### config.mk
export PLATFORM = sky130hd
export DESIGN_NAME = fetch_unit
export DESIGN_NICKNAME = d
export VERILOG_FILES = /design/src/rtl/mips_pkg.sv /design/src/rtl/branch_target_gen.sv /design/src/rtl/fetch_unit.sv
export SDC_FILE = /design/constraint.sdc
export NUM_CORES = 1
export LEC_CHECK = 0
export ABC_AREA = 1
export BUFFER_PORTS_ARGS = -buffer_cell sky130_fd_sc_hd__buf_2
export CAP_MARGIN = 20
export CORE_AREA = 8 8 166 207
export CTS_CLUSTER_SIZE = 8
export DETAILED_ROUTE_END_ITERATION = 10
export DIE_AREA = 0 0 174 215
export PLACE_DENSITY_LB_ADDON = 0.2
export SLEW_MARGIN = 20
export SYNTH_ARGS = -nofsm -noshare
export SYNTH_HDL_FRONTEND = slang
export SYNTH_SLANG_ARGS = --single-unit
### constraint.sdc
create_clock -name clk -period 1.9 [get_ports clk]
set_clock_uncertainty 0.2 [all_clocks]
set_input_delay 0.285 -clock clk [delete_from_list [all_inputs] [get_ports clk]]
set_output_delay 0.285 -clock clk [all_outputs]
set_load 0.02 [all_outputs]
### src/rtl/mips_pkg.sv
// Shared definitions for the instruction-fetch stage: widths, reset PC and
// the fetch FSM state encoding.
package mips_pkg;

    localparam int INSTR_W = 32;
    localparam int JIDX_W  = 26;

    localparam logic [31:0] RESET_PC_DEFAULT = 32'h0000_0000;

    typedef enum logic [1:0] {
        S_FETCH = 2'd0,
        S_HOLD  = 2'd1,
        S_DRAIN = 2'd2
    } fetch_state_e;

endpackage

### src/rtl/branch_target_gen.sv
// Redirect target former: branch = pc+4 + offset, jump = region of pc+4 with
// the J-type index; the selected target is forced word aligned.
module branch_target_gen
    import mips_pkg::*;
(
    input  logic               is_jump,
    input  logic [31:0]        pc_plus4,
    input  logic [31:0]        br_offset,
    input  logic [JIDX_W-1:0]  jump_index,
    output logic [31:0]        target
);

    logic [31:0] branch_tgt;
    logic [31:0] jump_tgt;
    logic [31:0] sel_tgt;

    always_comb begin
        branch_tgt = pc_plus4 + br_offset;
        jump_tgt   = {pc_plus4[31:28], jump_index, 2'b00};
        sel_tgt    = is_jump ? jump_tgt : branch_tgt;
        target     = {sel_tgt[31:2], 2'b00};
    end

endmodule

### src/rtl/fetch_unit.sv
// Instruction-fetch stage: owns the PC, fetches over a req/ready memory
// handshake and hands one instruction at a time to decode over valid/ready.
module fetch_unit
    import mips_pkg::*;
#(
    parameter logic [31:0] RESET_PC = RESET_PC_DEFAULT
)
(
    input  logic                clk,
    input  logic                rst,
    input  logic                redirect_valid,
    input  logic                redirect_is_jump,
    input  logic [31:0]         redirect_pc_plus4,
    input  logic [31:0]         br_offset,
    input  logic [JIDX_W-1:0]   jump_index,
    output logic                imem_req,
    output logic [31:0]         imem_addr,
    input  logic                imem_ready,
    input  logic [INSTR_W-1:0]  imem_rdata,
    output logic                if_valid,
    input  logic                if_ready,
    output logic [INSTR_W-1:0]  if_instr,
    output logic [31:0]         if_pc,
    output logic [31:0]         if_pc_plus4
);

    fetch_state_e       state_q, state_d;
    logic [31:0]        pc_q, pc_d;
    logic [31:0]        drain_addr_q, drain_addr_d;
    logic               boot_q, boot_d;
    logic               if_valid_q, if_valid_d;
    logic [INSTR_W-1:0] if_instr_q, if_instr_d;
    logic [31:0]        if_pc_q, if_pc_d;
    logic [31:0]        if_pc_plus4_q, if_pc_plus4_d;
    logic [31:0]        target;

    branch_target_gen u_tgt (
        .is_jump    (redirect_is_jump),
        .pc_plus4   (redirect_pc_plus4),
        .br_offset  (br_offset),
        .jump_index (jump_index),
        .target     (target)
    );

    // Handshakes: a memory beat completes when imem_req & imem_ready; a decode
    // beat completes when if_valid & if_ready. Redirect beats both.
    always_comb begin
        state_d       = state_q;
        pc_d          = pc_q;
        drain_addr_d  = drain_addr_q;
        boot_d        = 1'b0;
        if_valid_d    = if_valid_q;
        if_instr_d    = if_instr_q;
        if_pc_d       = if_pc_q;
        if_pc_plus4_d = if_pc_plus4_q;
        imem_req      = 1'b0;
        imem_addr     = pc_q;

        case (state_q)
            S_FETCH: begin
                // The cycle right after reset issues no request.
                imem_req = !boot_q;
                if (redirect_valid) begin
                    pc_d = target;
                    if (!boot_q && !imem_ready) begin
                        drain_addr_d = pc_q;
                        state_d      = S_DRAIN;
                    end
                end else if (!boot_q && imem_ready) begin
                    if_instr_d    = imem_rdata;
                    if_pc_d       = pc_q;
                    if_pc_plus4_d = pc_q + 32'd4;
                    if_valid_d    = 1'b1;
                    state_d       = S_HOLD;
                end
            end
            S_HOLD: begin
                if (redirect_valid) begin
                    pc_d       = target;
                    if_valid_d = 1'b0;
                    state_d    = S_FETCH;
                end else if (if_ready) begin
                    pc_d       = pc_q + 32'd4;
                    if_valid_d = 1'b0;
                    state_d    = S_FETCH;
                end
            end
            S_DRAIN: begin
                // Keep the abandoned request stable until memory answers it.
                imem_req  = 1'b1;
                imem_addr = drain_addr_q;
                if (redirect_valid) begin
                    pc_d = target;
                end
                if (imem_ready) begin
                    state_d = S_FETCH;
                end
            end
            default: begin
                state_d = S_FETCH;
            end
        endcase
    end

    always_ff @(posedge clk) begin
        if (rst) begin
            state_q       <= S_FETCH;
            pc_q          <= RESET_PC;
            drain_addr_q  <= RESET_PC;
            boot_q        <= 1'b1;
            if_valid_q    <= 1'b0;
            if_instr_q    <= '0;
            if_pc_q       <= '0;
            if_pc_plus4_q <= '0;
        end else begin
            state_q       <= state_d;
            pc_q          <= pc_d;
            drain_addr_q  <= drain_addr_d;
            boot_q        <= boot_d;
            if_valid_q    <= if_valid_d;
            if_instr_q    <= if_instr_d;
            if_pc_q       <= if_pc_d;
            if_pc_plus4_q <= if_pc_plus4_d;
        end
    end

    assign if_valid    = if_valid_q;
    assign if_instr    = if_instr_q;
    assign if_pc       = if_pc_q;
    assign if_pc_plus4 = if_pc_plus4_q;

endmodule

==> impl_metrics.json <==
{
  "status": "finished with violations",
  "violations": "negative setup slack",
  "hold_viol": 0,
  "endpoint_kind": "primary output",
  "dp_hpwl_mm": 28.67,
  "final_nets": 2140,
  "period_needed_ps": 2102,
  "dieArea_um2": 37410,
  "irDropWorstVdd_mv": 0.5467,
  "die-width_um": 174,
  "timing.final.crit_share": 1.106,
  "criticalPathCategory": "reg -> out",
  "cts_max_level": 4,
  "insertion_delay_ps": 440,
  "antenna_left": 0,
  "critPathMaxFanout": 12,
  "fmax_ghz": 0.4757,
  "rr_worst_depth": 12,
  "synth_top_area_share": 0.3208,
  "hp-start": "jump_index[4]",
  "yosysUniqueCellTypes": 44,
  "synth_edf_count": 0,
  "p_leak_uw": 0.007346,
  "yosys-top-cells-area": "dfxtp_1 32%, nand2_1 16%, inv_1 9.2%, a21oi_1 7.6%, o21ai_0 7.4%",
  "firstDrtPassIters": 5,
  "numCtsBuffers": 17,
  "remaining_drc_errors": 0,
  "port_buffers": 251,
  "whs_path_depth": 3,
  "die_y_um": 215,
  "synth_area_per_cell_um2": 6.209,
  "gp_congestion": 0.8618,
  "grt_usage": 0.1923,
  "report.power.total_uw": 9721,
  "setup_viol_count_final": 33,
  "hp-class": "in -> reg",
  "root_buffer": "clkbuf_16",
  "wl_mm": 36.51,
  "ff2ff_setup_slack_ps": -10,
  "crit_start": "state_q[1]",
  "synthCells": 1568,
  "synth_area_um2": 9736,
  "post_drt_wl_per_cell_um": 15.20,
  "reg2reg_from": "pc_q[10]",
  "start_util": 0.3117,
  "overflow": 0,
  "power_density_nw_per_um2": 677.5,
  "start_kind": "flop",
  "core-area_um2": 31240,
  "diodes": 0,
  "area_growth_pct": 47.39,
  "rows": 73,
  "grt_max_degree": 66,
  "ys.flop_type": "dfxtp_1",
  "ys_async_sr_fraction": 0,
  "drv_slew": 0,
  "ys_ff_latch": 156,
  "num_io_pins": 258,
  "rsz0062_at_grt": "true",
  "cts_tree": "done",
  "path_clk_slew_ps": 60,
  "antenna_found_initial": 0,
  "yosysSeqAreaShare": 0.3208,
  "synth_area_leader_cell": "dfxtp_1",
  "cts_max_path_buffers": 2,
  "worstPathRequired_ps": 1410,
  "fillers": 3333,
  "setup_ws_ps": -202.2,
  "ys_warn_count": 0,
  "drt_iter0_drc": 575,
  "cts.sinks": 156,
  "drive_above_1_share": 0.3015,
  "grt_pass1_vias": 10790,
  "dr_total_vias": 10870,
  "cp_data_arrival_time_ps": 1620,
  "grt_pass1_wl_mm": 58.09,
  "finalSetupTns_ps": -4838,
  "via_per_inst": 4.527,
  "cap_violations": 0
}
[metal layers]
layer	GRT usage	vias to the layer above	part of all wire	routed length, um
met2	0.3378	243	0.50	18240
met1	0.2364	4815	0.45	16410
li1	-	5788	-	-
met5	0	-	0	0
met4	0.05196	0	0.014	518
met3	0.03543	27	0.037	1335
[Yosys cell counts, types with 2 or more instances]
cell and instances:
buf_2 12, nand3_1 89, ha_1 31, nor2_2 5
dfxtp_1 156, nand2_2 3, buf_4 6, xnor2_1 2
o21ai_1 2, o21bai_1 2, nor3_4 3, a21oi_1 148
nand2_4 3, nand3b_1 5, inv_1 239, and3_1 4
nor2_4 2, clkinv_1 3, o21ai_0 144, nor2_1 141
a21oi_2 2, nor3_2 7, buf_6 3, xor2_1 16
nand2_1 421, or2_2 7, nand4_1 9, o211ai_1 26
inv_2 8, nor3_1 7, clkbuf_1 48, nor3b_2 2
[final cells by class]
class	count	area [um2]	area share
clock buffer	23	498.0	0.03471
clock inverter	5	82.58	0.005755
inverter	250	943.4	0.06575
multi-input combinational	1094	5799	0.4042
sequential	156	3179	0.2216
tap	412	515.5	0.03593
timing repair buffer	462	3331	0.2321
[repair_timing]
action | in CTS | in global routing
setup endpoints to repair | 63 | 84
cloned | 2 | 1
pin swaps | 13 | 26
resized for setup | 63 | 153
hold endpoints to repair | 35 | 0
hold buffers | 35 | 0
buffers inserted | 7 | 6
[through the flow]
step,worst slack [ps],std cells,util,area [um2],hold WS (ps)
2_1_floorplan,1.233,1573,-,9809,112.7
4_1_cts,-223.6,2396,0.4417,13800,6.103
3_5_place_dp,-420.2,2324,0.4032,12600,234.1
6_report,-202.2,2402,0.4593,14350,20.76
5_1_grt,-255.3,2402,0.4593,14350,47.67
3_3_place_gp,-433.4,2324,0.4032,12600,230.3
[worst max-delay path, cell delays in order (launching register included)]
cell and delay (ps):
dfxtp_2 330, inv_2 80, nor2_4 40, buf_12 140, buf_12 130, buf_16 160
o21ai_2 150, buf_6 140
[cell usage in the layout (no fill, tap or decap), types with 10 or more instances in the layout]
| cell | instances |
|---|---|
| nand3_2 | 10 |
| nand3_1 | 80 |
| o211ai_1 | 26 |
| o21ai_0 | 113 |
| dlygate4sd3_1 | 35 |
| a21oi_1 | 145 |
| buf_2 | 223 |
| nand2_2 | 19 |
| dfxtp_1 | 133 |
| dfxtp_2 | 12 |
| buf_12 | 13 |
| xor2_1 | 11 |
| dfxtp_4 | 11 |
| nor2_1 | 135 |
| buf_4 | 158 |
| ha_1 | 27 |
| inv_1 | 233 |
| clkbuf_16 | 18 |
| nand2_1 | 403 |
| inv_2 | 12 |
| buf_6 | 30 |
| o21ai_2 | 15 |
[where the power goes]
group | switching (uW) | total, uW | internal [uW]
Combinational | 1540 | 2690 | 1150
Clock | 1320 | 3410 | 2080
Sequential | 147 | 3620 | 3470
[flip-flops by register name, indices dropped and copies added (netlist names)]
signal / cells
if_instr: 32
drain_addr_q: 30
if_pc: 30
if_pc_plus4: 30
pc_q: 30
state_q: 2
boot_q: 1
if_valid: 1
[final timing paths]
check | to
max reg2reg | pc_q[29]
min reg2reg | drain_addr_q[25]
min | pc_q[6]
max | imem_addr[21]
[cell families (layout without fill, tap and decap cells)]
family / Yosys count / in the layout / share of synthesized area
compound gates: 325 / 325 / 0.1752
xor+xnor: 18 / 18 / 0.01619
fa+ha+maj: 31 / 31 / 0.03984
buf+inv: 323 / 740 / 0.1334
flops: 156 / 156 / 0.3208
other cells: 1 / 6 / 0.0003852
simple gates: 714 / 714 / 0.3142
No activity file was read; power rests on OpenSTA's default activity.
